## src/rtl/systolic_pkg.sv

```systemverilog
// Shared types and constants for the systolic-array control path.
package systolic_pkg;

    // Sequencer state; the encoding is visible on state_o.
    typedef enum logic [1:0] {
        StIdle   = 2'd0,
        StLoad   = 2'd1,
        StMatmul = 2'd2,
        StDone   = 2'd3
    } seq_state_t;

    typedef logic [1:0] cmd_op_t;

    localparam cmd_op_t OP_NOP = 2'b00;
    localparam cmd_op_t OP_RUN = 2'b01;
    localparam cmd_op_t OP_LOAD = 2'b10;
    localparam cmd_op_t OP_MM = 2'b11;

    // Controller mode lines, packed as {load, write}.
    localparam logic [1:0] MODE_READ = 2'b11;
    localparam logic [1:0] MODE_LOAD = 2'b10;
    localparam logic [1:0] MODE_MM = 2'b00;
    localparam logic [1:0] MODE_WRITE = 2'b01;

    localparam int unsigned LOAD_CYCLES_DEF = 9;
    localparam int unsigned MM_CYCLES_DEF = 24;

    function automatic int unsigned max_u(input int unsigned a, input int unsigned b);
        return (a > b) ? a : b;
    endfunction

    // Mode driven to the controller while in a given state.
    function automatic logic [1:0] mode_for(input seq_state_t s);
        unique case (s)
            StLoad:   return MODE_LOAD;
            StMatmul: return MODE_MM;
            default:  return MODE_READ;
        endcase
    endfunction

endpackage

```

## src/rtl/phase_counter.sv

```systemverilog
// Loadable down-counter that flags the last cycle of a fixed-length phase.
module phase_counter #(
    parameter int unsigned W = 6
) (
    input  logic         clk_i,
    input  logic         rst_ni,
    input  logic         load_i,
    input  logic [W-1:0] load_val_i,
    output logic         tc_o
);

    logic [W-1:0] cnt_q;

    // Load on phase entry, otherwise count down and rest at zero.
    always_ff @(posedge clk_i or negedge rst_ni) begin
        if (!rst_ni) begin
            cnt_q <= '0;
        end else if (load_i) begin
            cnt_q <= load_val_i;
        end else if (cnt_q != '0) begin
            cnt_q <= cnt_q - 1'b1;
        end
    end

    // A count of one means this is the final cycle of the phase.
    assign tc_o = (cnt_q == W'(1));

endmodule

```

## src/rtl/matmul_sequencer.sv

```systemverilog
// Command-driven sequencer stepping the array controller through LOAD/MATMUL.
module matmul_sequencer
    import systolic_pkg::*;
#(
    parameter int unsigned LOAD_CYCLES = LOAD_CYCLES_DEF,
    parameter int unsigned MM_CYCLES   = MM_CYCLES_DEF,
    parameter int unsigned CNT_W       = 16
) (
    input  logic             clk,
    input  logic             rst,
    input  logic             cmd_valid,
    input  logic [1:0]       cmd_op,
    output logic             cmd_ready,
    input  logic             abort,
    input  logic             irq_ack,
    output logic             arr_en,
    output logic             arr_load,
    output logic             arr_write,
    output logic             busy,
    output logic             irq_pending,
    output logic             err,
    output logic [1:0]       state_o,
    output logic [CNT_W-1:0] cycle_count
);

    localparam int unsigned PhW = $clog2(max_u(LOAD_CYCLES, MM_CYCLES)) + 1;
    localparam logic [PhW-1:0] LoadLen = PhW'(LOAD_CYCLES);
    localparam logic [PhW-1:0] MmLen = PhW'(MM_CYCLES);
    localparam logic [CNT_W-1:0] CntMax = '1;

    seq_state_t       state_q, state_d;
    logic             run_q;
    logic             arr_en_q, arr_load_q, arr_write_q, busy_q;
    logic             irq_q, err_q;
    logic [CNT_W-1:0] cnt_q;

    logic             accept;
    logic             ph_load;
    logic [PhW-1:0]   ph_val;
    logic             ph_tc;
    logic             in_phase;

    assign in_phase  = (state_q == StLoad) || (state_q == StMatmul);
    assign cmd_ready = (state_q == StIdle) && !irq_q;

    phase_counter #(
        .W (PhW)
    ) u_phase_counter (
        .clk_i      (clk),
        .rst_ni     (rst),
        .load_i     (ph_load),
        .load_val_i (ph_val),
        .tc_o       (ph_tc)
    );

    // Next state, phase-counter reloads and command acceptance.
    always_comb begin
        state_d = state_q;
        accept  = 1'b0;
        ph_load = 1'b0;
        ph_val  = LoadLen;
        unique case (state_q)
            StIdle: begin
                if (cmd_valid && cmd_ready && (cmd_op != OP_NOP)) begin
                    accept  = 1'b1;
                    ph_load = 1'b1;
                    if (cmd_op == OP_MM) begin
                        state_d = StMatmul;
                        ph_val  = MmLen;
                    end else begin
                        state_d = StLoad;
                    end
                end
            end
            StLoad: begin
                if (abort) begin
                    state_d = StIdle;
                end else if (ph_tc) begin
                    if (run_q) begin
                        // RUN chains straight into MATMUL with no gap cycle.
                        state_d = StMatmul;
                        ph_load = 1'b1;
                        ph_val  = MmLen;
                    end else begin
                        state_d = StDone;
                    end
                end
            end
            StMatmul: begin
                if (abort) begin
                    state_d = StIdle;
                end else if (ph_tc) begin
                    state_d = StDone;
                end
            end
            StDone: begin
                state_d = StIdle;
            end
        endcase
    end

    // State, registered mode lines, status flags and the busy-cycle counter.
    always_ff @(posedge clk or negedge rst) begin
        if (!rst) begin
            state_q     <= StIdle;
            run_q       <= 1'b0;
            arr_en_q    <= 1'b0;
            arr_load_q  <= 1'b1;
            arr_write_q <= 1'b1;
            busy_q      <= 1'b0;
            irq_q       <= 1'b0;
            err_q       <= 1'b0;
            cnt_q       <= '0;
        end else begin
            state_q                   <= state_d;
            {arr_load_q, arr_write_q} <= mode_for(state_d);
            arr_en_q <= (state_d == StLoad) || (state_d == StMatmul);
            busy_q   <= (state_d == StLoad) || (state_d == StMatmul);

            if (accept) begin
                run_q <= (cmd_op == OP_RUN);
                err_q <= 1'b0;
                cnt_q <= '0;
            end else if (in_phase && (cnt_q != CntMax)) begin
                cnt_q <= cnt_q + 1'b1;
            end

            if (in_phase && abort) begin
                err_q <= 1'b1;
            end

            // Entering DONE beats a simultaneous acknowledge.
            if ((state_d == StDone) && (state_q != StDone)) begin
                irq_q <= 1'b1;
            end else if (irq_ack) begin
                irq_q <= 1'b0;
            end
        end
    end

    // Memory writes stay host-direct; this block must never request them.
    assert property (@(posedge clk) disable iff (!rst)
        {arr_load_q, arr_write_q} != MODE_WRITE);

    assign arr_en      = arr_en_q;
    assign arr_load    = arr_load_q;
    assign arr_write   = arr_write_q;
    assign busy        = busy_q;
    assign irq_pending = irq_q;
    assign err         = err_q;
    assign state_o     = state_q;
    assign cycle_count = cnt_q;

endmodule
```

## config.mk

```make
export PLATFORM = sky130hd
export DESIGN_NAME = matmul_sequencer
export DESIGN_NICKNAME = d
export VERILOG_FILES = /design/src/rtl/systolic_pkg.sv /design/src/rtl/phase_counter.sv /design/src/rtl/matmul_sequencer.sv
export SDC_FILE = /design/constraint.sdc
export NUM_CORES = 1
export LEC_CHECK = 0
export ABC_CLOCK_PERIOD_IN_PS = 5000
export BUFFER_PORTS_ARGS = -buffer_cell sky130_fd_sc_hd__buf_2
export CORE_AREA = 4 4 81 83
export CTS_BUF_LIST = sky130_fd_sc_hd__clkbuf_4 sky130_fd_sc_hd__clkbuf_8 sky130_fd_sc_hd__clkbuf_16
export CTS_CLUSTER_DIAMETER = 30
export DETAILED_ROUTE_END_ITERATION = 12
export DIE_AREA = 0 0 85 87
export SETUP_SLACK_MARGIN = 0.1
export SYNTH_ARGS = -nofsm -noshare
export SYNTH_HDL_FRONTEND = slang
export SYNTH_SLANG_ARGS = --single-unit
```

## constraint.sdc

```tcl
create_clock -name clk -period 5 [get_ports clk]
set_input_delay 0.5 -clock clk [delete_from_list [all_inputs] [get_ports clk]]
set_output_delay 0.5 -clock clk [all_outputs]
set_load 0.02 [all_outputs]
```

### After elaboration in Yosys (flattened, before gate mapping)

Index checks and enable logic that the tools add are counted.
Widths: inputs -> output; s select.

* add/subtract/negate cells: 2
* eq/ne operators: 11
* muxes and demuxes: 29
* reductions and logical operators: 16

Operators with widths (number)
* $mux 16: 2
* $mux 5: 5
* $add 16x1->16 const B: 1
* $ne 16x16->1 const B: 1
* $mux 2: 6
* $mux 6: 2
* $eq 2x2->1 const B: 5
* $mux 1: 10
* $pmux 5 s2: 1
* $reduce_bool 2->1: 5
* $pmux 2 s4: 1
* $eq 2x1->1 const B: 3
* $eq 6x1->1 const B: 1
* $logic_and 1x1->1: 6
* $reduce_bool 6->1: 1
* $sub 6x1->6 const B: 1
* $pmux 2 s2: 1
* $logic_not 2->1: 1
* $logic_or 1x1->1: 2
* $ne 2x2->1 const B: 1
* $pmux 1 s2: 1
* $logic_not 1->1: 1

* register bits after elaboration: 30
* input bits: 7
* output and inout bits: 25
* word-level logic and storage cells: 67

### Longest topological paths before layout

Gate-level depths: netlist of the first run.

* word-level depth: 9
* gate-level depth with buffers: 10
* depth with buffers taken out: 9

### Modules after synthesis

Synthesis of the first run repeated with hierarchy kept, for this count alone.

* cell total of the unflattened synthesis: 193
* area total of the unflattened synthesis: 1790.5 um^2

Modules (own cells, without submodules)
* matmul_sequencer: instances 1, cells an instance 150, area an instance 1407.6 um^2, seq. area each 603.1 um^2
* phase_counter: instances 1, cells an instance 43, area an instance 382.9 um^2, seq. area each 150.1 um^2

### Worst setup path before layout of the first run

No wires, ideal clock.

* path kind: flip-flop to flip-flop
* from: register state_q[0], in the netlist state_o[0]
* to: register irq_q, in the netlist irq_pending
* library setup time: 125 ps
* arrival: 1935 ps
* data required time: 4875 ps
* setup slack: 2940 ps
* stages on the path, launching flop included: 11
* path buffers: 1
* period minus slack after synthesis: 2060 ps
* cells stage by stage: dfrtp_1 inv_1 ha_1 and3b_1 o21a_1 buf_2 o211ai_1 o21ai_0 ha_1 inv_1 o22ai_1

* cells in the longest elaborated chain, start to end: 9
* elaborated cells between the ends (all ways): 18
* those cells by class: 5 x eq/ne; 7 x mux; 6 x reduce/logical

Ends and longest elaborated chain
* from (decl): RTL line matmul_sequencer.sv:31 `seq_state_t state_q, state_d;`
* from (signal assigned): RTL line matmul_sequencer.sv:105 `state_q <= StIdle;`
* from (signal assigned): RTL line matmul_sequencer.sv:115 `state_q <= state_d;`
* $logic_not 2->1: RTL line matmul_sequencer.sv:44, matmul_sequencer.sv:62
* $logic_and 1x1->1: RTL line matmul_sequencer.sv:44 `assign cmd_ready = (state_q == StIdle) && !irq_q;`
* $logic_and 1x1->1 (2 in series): RTL line matmul_sequencer.sv:64 `if (cmd_valid && cmd_ready && (cmd_op != OP_NOP)) begin`
* $mux 2: RTL line matmul_sequencer.sv:64
* $pmux 2 s4 (*): RTL line matmul_sequencer.sv:62 `unique case (state_q)`
* net state_d[0]: RTL line matmul_sequencer.sv:31
* $eq 2x2->1 (*): RTL line matmul_sequencer.sv:133 `if ((state_d == StDone) && (state_q != StDone)) begin`
* $logic_and 1x1->1 (*): RTL line matmul_sequencer.sv:133
* $mux 1 or $reduce_bool 2->1 (tied branches)
* to (signal assigned): RTL line matmul_sequencer.sv:111 `irq_q <= 1'b0;`
* to (signal assigned): RTL line matmul_sequencer.sv:134 `irq_q <= 1'b1;`
* to (signal assigned): RTL line matmul_sequencer.sv:136 `irq_q <= 1'b0;`
* to (decl): RTL line matmul_sequencer.sv:34 `logic irq_q, err_q;`

The timed path passes the listed nets; every way through them passes the cells marked *.
A chain may end at the register's enable or synchronous reset.

### Worst setup path in the final report of the first run

* from: register state_q[0], in the netlist state_o[0]
* to: register busy_q, in the netlist busy

* cells in the longest elaborated chain, start to end: 8
* elaborated cells between the ends (all ways): 16
* those cells by class: 5 x eq/ne; 6 x mux; 5 x reduce/logical

Ends and longest elaborated chain
* $logic_not 2->1: RTL line matmul_sequencer.sv:44, matmul_sequencer.sv:62
* $logic_and 1x1->1: RTL line matmul_sequencer.sv:44
* $logic_and 1x1->1 (2 in series): RTL line matmul_sequencer.sv:64
* $mux 2: RTL line matmul_sequencer.sv:64
* $pmux 2 s4 (*): RTL line matmul_sequencer.sv:62
* net state_d[1]: RTL line matmul_sequencer.sv:31
* $eq 2x1->1 or $eq 2x2->1 (tied branches): RTL line matmul_sequencer.sv:118 `busy_q <= (state_d == StLoad) || (state_d == StMatmul);`
* $logic_or 1x1->1 (*): RTL line matmul_sequencer.sv:118
* to (signal assigned): RTL line matmul_sequencer.sv:118
* to (decl): RTL line matmul_sequencer.sv:33 `logic arr_en_q, arr_load_q, arr_write_q, busy_q;`

Marks and branches as above.

==> results of run 1 <==
==> area by class of cell <==
cell class / instances / area, sq um / share of cell area
clock buffers: 7 / 90.1 / 0.0445
clock inverters: 1 / 5.00 / 0.00247
inverters: 11 / 41.3 / 0.0204
multi-input cells: 131 / 887 / 0.438
flip-flops and latches: 30 / 753 / 0.372
well taps: 75 / 93.8 / 0.0463
repair buffers: 31 / 155 / 0.0766
==> placed cells by master (no fill, tap or decap), drive strengths merged, types with 2 or more instances in the layout <==
cell | Yosys | routed
a21o | 2 | 2
or3 | 5 | 5
inv | 11 | 11
nand2 | 7 | 7
a22o | 2 | 2
ha | 10 | 10
dfrtp | 28 | 28
and3 | 3 | 3
dfstp | 2 | 2
o22ai | 2 | 2
a21oi | 15 | 15
o31ai | 5 | 5
nor2b | 3 | 3
nand3 | 13 | 13
mux2i | 3 | 3
buf | 4 | 31
nand2b | 3 | 3
nor3 | 6 | 6
clkbuf | 1 | 7
and4 | 2 | 2
a211oi | 2 | 2
o21a | 2 | 2
nand4 | 3 | 3
nor2 | 10 | 10
nand3b | 2 | 2
or4 | 5 | 5
nor4 | 3 | 3
o21ai | 11 | 11
==> metal layers <==
metal	part of all wire	vias to the layer above
met2	0.43	24
met1	0.53	704
li1	-	728
met3	0.027	2
met5	0	-
met4	0.0070	0
==> final timing paths <==
kind                                      startpoint                                   end  slack (ns)
worst min-delay path                             rst  u_phase_counter.cnt_q[1]$_DFFE_PN0P_        0.25
min in group clk                             irq_ack               irq_pending$_DFFE_PN0P_        0.40
worst max-delay path            state_o[0]$_DFF_PN0_                        busy$_DFF_PN0_        2.58
max in group asynchronous                        rst           cycle_count[13]$_DFFE_PN0P_        4.30
worst min register to register       err$_DFFE_PN0P_                       err$_DFFE_PN0P_        0.53
worst max register to register  state_o[0]$_DFF_PN0_                        busy$_DFF_PN0_        2.58
==> Yosys cell counts (all sizes together), types with 3 or more instances <==
cell type / instances / area, sq um
a21oi: 15 / 75.1
and3: 3 / 18.8
buf: 4 / 25.0
dfrtp: 28 / 701
ha: 10 / 125
inv: 11 / 41.3
mux2i: 3 / 30.0
nand2: 7 / 26.3
nand2b: 3 / 18.8
nand3: 13 / 75.1
nand4: 3 / 18.8
nor2: 10 / 37.5
nor2b: 3 / 18.8
nor3: 6 / 35.0
nor4: 3 / 33.8
o21ai: 11 / 55.1
o31ai: 5 / 37.5
or3: 5 / 32.5
or4: 5 / 37.5
==> power breakdown <==
group	total (mW)	switching, mW	internal, mW
Clock	0.206	0.0897	0.116
Combinational	0.434	0.267	0.167
Sequential	0.379	0.0651	0.314
Total	1.02	0.422	0.597
==> flip-flops by register name, summed over array words and instances, names as in the netlist <==
name                   cells
err                        1
state_o                    2
arr_load                   1
busy                       1
irq_pending                1
run_q                      1
arr_write                  1
u_phase_counter.cnt_q      6
cycle_count               16
==> cells by family (layout without fill, tap and decap cells) <==
family | after synthesis | after routing
AND/OR/NAND/NOR | 67 | 67
AO/OA/AOI/OAI | 50 | 50
flip-flops | 30 | 30
buffers and inverters | 16 | 50
adder cells (fa/ha/maj) | 10 | 10
multiplexers | 3 | 3
XOR/XNOR | 1 | 1
==> stage by stage <==
step,hold slack (ns),util,setup slack (ns),cell area (sq um)
floorplan,0.204,-,2.94,1710
global placement,0.528,0.330,2.65,1930
detailed placement,0.534,0.330,2.59,1930
CTS,0.279,0.346,2.57,2030
global route,0.310,0.346,2.43,2030
finish,0.251,0.346,2.58,2030
==> worst max-delay path, stage by stage (launching register included) <==
cell and delay [ns]:
dfrtp_1 0.43, inv_1 0.12, ha_1 0.19, and3b_1 0.24
o21a_1 0.60, o21ai_0 0.16, a21o_1 0.24, ha_1 0.30
inv_1 0.04
==> results.md, run 1 <==
* Status: completed
* Post-synthesis async set-or-reset flop share at 1.00
* Worst R2R Path Depth at 8
* Fill cells at 621
* Via count at 1,458
* Pwr/cell area at 503 nW/um^2
* Unrepaired setup endpoints after global routing: false
* Flops & latches, synth at 30
* CP Launch Type: register
* Final number of max-transition violations at 0
* Min-delay worst type: in -> async
* Ports at 32
* Largest net degree at the start of global routing at 31
* Unique cell type count in the Yosys netlist at 46
* Overall power at slightly above 1 mW
* Met1 Use GR at 0.157
* Mapped Cells at ~180
* GRT Total Usage at 0.112
* Core Rows at 28
* Setup_tns at 0 ns
* Largest family of logic cells by synthesized area: simple AND/OR/NAND/NOR gates
* Grt ovf at 0
* Antenna Nets Post-Route at 0
* Synth Area in XOR/XNOR at 0.00512
* Cts bufs inserted at 5
* Synth Area in Compound Gates at 0.186
* Adder-Cell Fraction of Synth Area at 0.0732
* HPWL Detailed at 2880 um
* Gr busiest metal: met2
* Syn Area/Cell at 9.66 sq um
* Core Region at 5850 sq um
* Routed wire length at 4000 um
* Post-CTS sizing at 0
* Slew @ Worst Pin at 0.689 ns
* Number of global-route vias before repair at 1,367
* Die W at roughly 85 um
* Post-synth net total at between 150 and 200
* Grt met3 use at 0.0331
* Worst-path fanout max at 19
* Mux share of post-synthesis cell area at 0.0176
* Leakage at 0.927 nW
* Layout cells sized above 1 at 0.227
* H-tree Lvls at 2
* Placed Cells incl. Taps at about 280
* GP Congestion at ~0.79
* CTS Root Cell: clkbuf_8
* Avg WL per Cell at about 14 um
* Finished Layout Cells at about 290
* Slew HR at 0.541
* Area of the die at about 7400 sq um
* Via density at around 5.1
* ANT cells at 0
* Worst EP required at between 5 and 6 ns
* Max clock buf depth at 2
* Main synth FF type: dfrtp_1
* Initial DRC count at 127
* Number of remaining DRC errors at 0
* Fin crit share at 0.484
* Clock sink count at 30
* Worst setup EP type: register
* Count of yosys warnings during synthesis at 0
* Arr. time, crit path at ~2.6 ns
* Die H at 87 um
* Clk slew on worst S/H paths at 0.07 ns
* Synth Area in Simple Gates at 0.237
* Initial core utilization at 0.292
* Antenna violations before repair at 0
* CTS tree: yes
* GR Layer Usage met2 at 0.162
* First-pass DRT Iterations at 4
* Final Hold Vio Count at 0
* Area growth syn-to-layout at 18.4%
* Buffers on Ports at 31
* Worst vdd ir at 0.213 mV
* Setup bufs post-CTS at 0
* Clock latency on the worst-skew pair at roughly 0.28 ns
* Max-capacitance violation count at 0
* Synth Cell Area at 1710 sq um
* Setup Viol. Count Final at 0
* Hold buffers post-CTS at 0
* Skew final at around 0.0085 ns
* Post-synth EDFFs at 0
* Global-route wire length before repair at between 6000 and 7000 um
* Maximum clock rate at 0.413 GHz
* Nets at roughly 230
* Crit path kind: reg -> reg
* Final worst path period need at about 2.4 ns
* Post-synthesis sequential area ratio at 0.440
(Power assumes the default switching activity.)
==> run 2: changes to the inputs <==
--- a/config.mk
+++ b/config.mk
@@ -5,7 +5,7 @@
 export SDC_FILE = /design/constraint.sdc
 export NUM_CORES = 1
 export LEC_CHECK = 0
-export ABC_CLOCK_PERIOD_IN_PS = 5000
+export ABC_CLOCK_PERIOD_IN_PS = 2200
 export BUFFER_PORTS_ARGS = -buffer_cell sky130_fd_sc_hd__buf_2
 export CORE_AREA = 4 4 81 83
 export CTS_BUF_LIST = sky130_fd_sc_hd__clkbuf_4 sky130_fd_sc_hd__clkbuf_8 sky130_fd_sc_hd__clkbuf_16
==> constraint.sdc (replaced) <==
create_clock -name clk -period 2.2 [get_ports clk]
set_input_delay 0.22 -clock clk [delete_from_list [all_inputs] [get_ports clk]]
set_output_delay 0.22 -clock clk [all_outputs]
set_load 0.02 [all_outputs]
==> results.md, run 2 (synthesized netlist as in run 1, its figures left out) <==
* Antenna violations before repair at 0 (unchanged)
* Arr. time, crit path at 2.13 ns (-0.47 ns)
* Setup Viol. Count Final at 0 (unchanged)
* Failing checks: negative hold slack
* First-pass DRT Iterations at 4 (unchanged)
* ANT cells at 0 (unchanged)
* HPWL Detailed at 2970 um (+2.9%)
* Leading cell type in the layout, fill and taps excluded: buf_2
* Largest net degree at the start of global routing at 31 (unchanged)
* Routed wire length at 4060 um (+1.4%)
* Avg WL per Cell at 14.0 um (about the same)
* Status: complete, but fails checks
* Skew final at 0.0111 ns (+0.00254 ns)
* Antenna Nets Post-Route at 0 (unchanged)
* Via density at 5.10 (about the same)
* Worst setup EP type: register
* Crit-path max cell delay at 0.44 ns (-0.16 ns)
* Unrepaired setup endpoints after global routing: true
* Area growth syn-to-layout at 20.5%
* Crit path kind: reg -> reg
* Via count at 1,479 (+1.4%)
* Worst-path fanout max at 6 (-13)
* Number of global-route vias before repair at 1,460 (+6.8%)
* Grt ovf at 0 (unchanged)
* H-tree Lvls at 2 (unchanged)
* Leakage at 0.947 nW (+2.2%)
* Worst EP required at 2.37 ns (-2.81 ns)
* Ports at 32 (unchanged)
* Max clock buf depth at 2 (unchanged)
* Buffers & Inverters on Critical Path at 2 (unchanged)
* Global-route wire length before repair at 7070 um (+7.1%)
* Max FFs per register at 16 (unchanged)
* Area of the die at 7400 sq um (unchanged)
* Fill cells at 604 (-2.7%)
* GP Congestion at 0.780 (-1.7%)
* Slew @ Worst Pin at 0.704 ns (+0.0151 ns)
* Min-delay worst type: in -> async
* Final worst path period need at 1.96 ns (-0.462 ns)
* Clock sink count at 30 (unchanged)
* Final Hold Vio Count at 28 (+28)
* Initial core utilization at 0.292 (unchanged)
* Pwr/cell area at 1140 nW/um^2 (+130%)
* Final number of max-transition violations at 0 (unchanged)
* Placed Area at 1960 sq um (+1.6%)
* CTS Root Cell: clkbuf_8
* Max-capacitance violation count at 0 (unchanged)
* Fin crit share at 0.890 (+0.406)
* GRT Total Usage at 0.119 (+0.00681)
* WHS at -0.0193 ns (-0.270 ns)
* Core Region at 5850 sq um (unchanged)
* Hold buffers post-CTS at 0 (unchanged)
* Critical path cell sequence: inv_1 > ha_1 > and3b_1 > o21a_1 > o21ai_0 > a21o_1 > ha_1 > inv_1
* Core Rows at 28 (unchanged)
* CP Launch Type: register
* Maximum clock rate at 0.511 GHz (+24%)
* Setup_tns at 0 ns (unchanged)
* Worst vdd ir at 0.515 mV (+140%)
* Die H at 87 um (unchanged)
* Nets at 231 (+1.8%)
* Cts bufs inserted at 5 (unchanged)
* Commonest non-fill, non-tap cells in the layout: buf_2 (31), dfrtp_1 (27), a21oi_1 (15)
* Clk slew on worst S/H paths at 0.07 ns (about the same)
* Layout cells sized above 1 at 0.256 (+0.0283)
* Buffers on Ports at 31 (unchanged)
* Die W at 85 um (unchanged)
* Initial DRC count at 100 (-21%)
* Slew HR at 0.530 (-0.0101)
* CP max-delay cell: dfrtp_2
* Crit path max-delay family: adder cells
* Post-route cell area at 2060 sq um (+1.7%)
* CTS tree: yes
* Number of remaining DRC errors at 0 (unchanged)
* Clock latency on the worst-skew pair at 0.28 ns (about the same)
[run 2: timing repair]
item,in CTS,in global routing
setup endpoints to repair,0,6
setup buffers,0,0
gates resized for setup,0,6
[run 2: layer usage]
layer / track usage / share of wire
met5: 0 / 0
met4: 0.0345 / 0.0052
met3: 0.0426 / 0.046
met2: 0.180 / 0.45
met1: 0.160 / 0.49
[run 2: final timing paths]
kind | cells past startpoint | slack [ns] | to | from
max in group asynchronous | 1 | 1.72 | state_o[0]$_DFF_PN0_ | rst
worst min register to register | 1 | 0.52 | err$_DFFE_PN0P_ | err$_DFFE_PN0P_
min in group clk | 2 | 0.12 | irq_pending$_DFFE_PN0P_ | irq_ack
worst max register to register | 8 | 0.24 | busy$_DFF_PN0_ | state_o[0]$_DFF_PN0_
worst min-delay path | 1 | -0.02 | cycle_count[4]$_DFFE_PN0P_ | rst
worst max-delay path | 8 | 0.24 | busy$_DFF_PN0_ | state_o[0]$_DFF_PN0_
[run 2: layout make-up]
type	count	area (sq um)	share of cell area
clock buffers	7	90.1	0.0437
repair buffers	35	185	0.0899
flip-flops and latches	30	754	0.366
multi-input cells	131	891	0.432
clock inverters	1	5.00	0.00243
well taps	75	93.8	0.0455
inverters	11	41.3	0.0200
[run 2: through the flow]
step	setup slack, ns	hold slack, ns	power (mW)	utilization	instances
finish	0.242	-0.0193	2.35	0.352	290
detailed placement	0.170	0.313	1.89	0.335	282
floorplan	0.140	-0.0756	1.59	-	177
global route	0.0925	0.0232	2.57	0.352	290
global placement	0.233	0.314	1.88	0.335	282
CTS	0.158	0.00378	2.38	0.351	290
[run 2: worst reg2reg max path, stage by stage (launching register included)]
cell	delay, ns
dfrtp_2	0.44
inv_1	0.11
ha_1	0.21
and3b_1	0.25
o21a_1	0.19
o21ai_0	0.09
a21o_1	0.23
ha_1	0.30
inv_1	0.04
[run 2: where the power goes]
part | leakage (nW) | total [mW] | internal [mW] | switching (mW)
clock network | 0.0517 | 0.479 | 0.265 | 0.215
logic | 0.505 | 1.02 | 0.407 | 0.614
registers | 0.391 | 0.854 | 0.715 | 0.139
total | 0.947 | 2.35 | 1.39 | 0.968
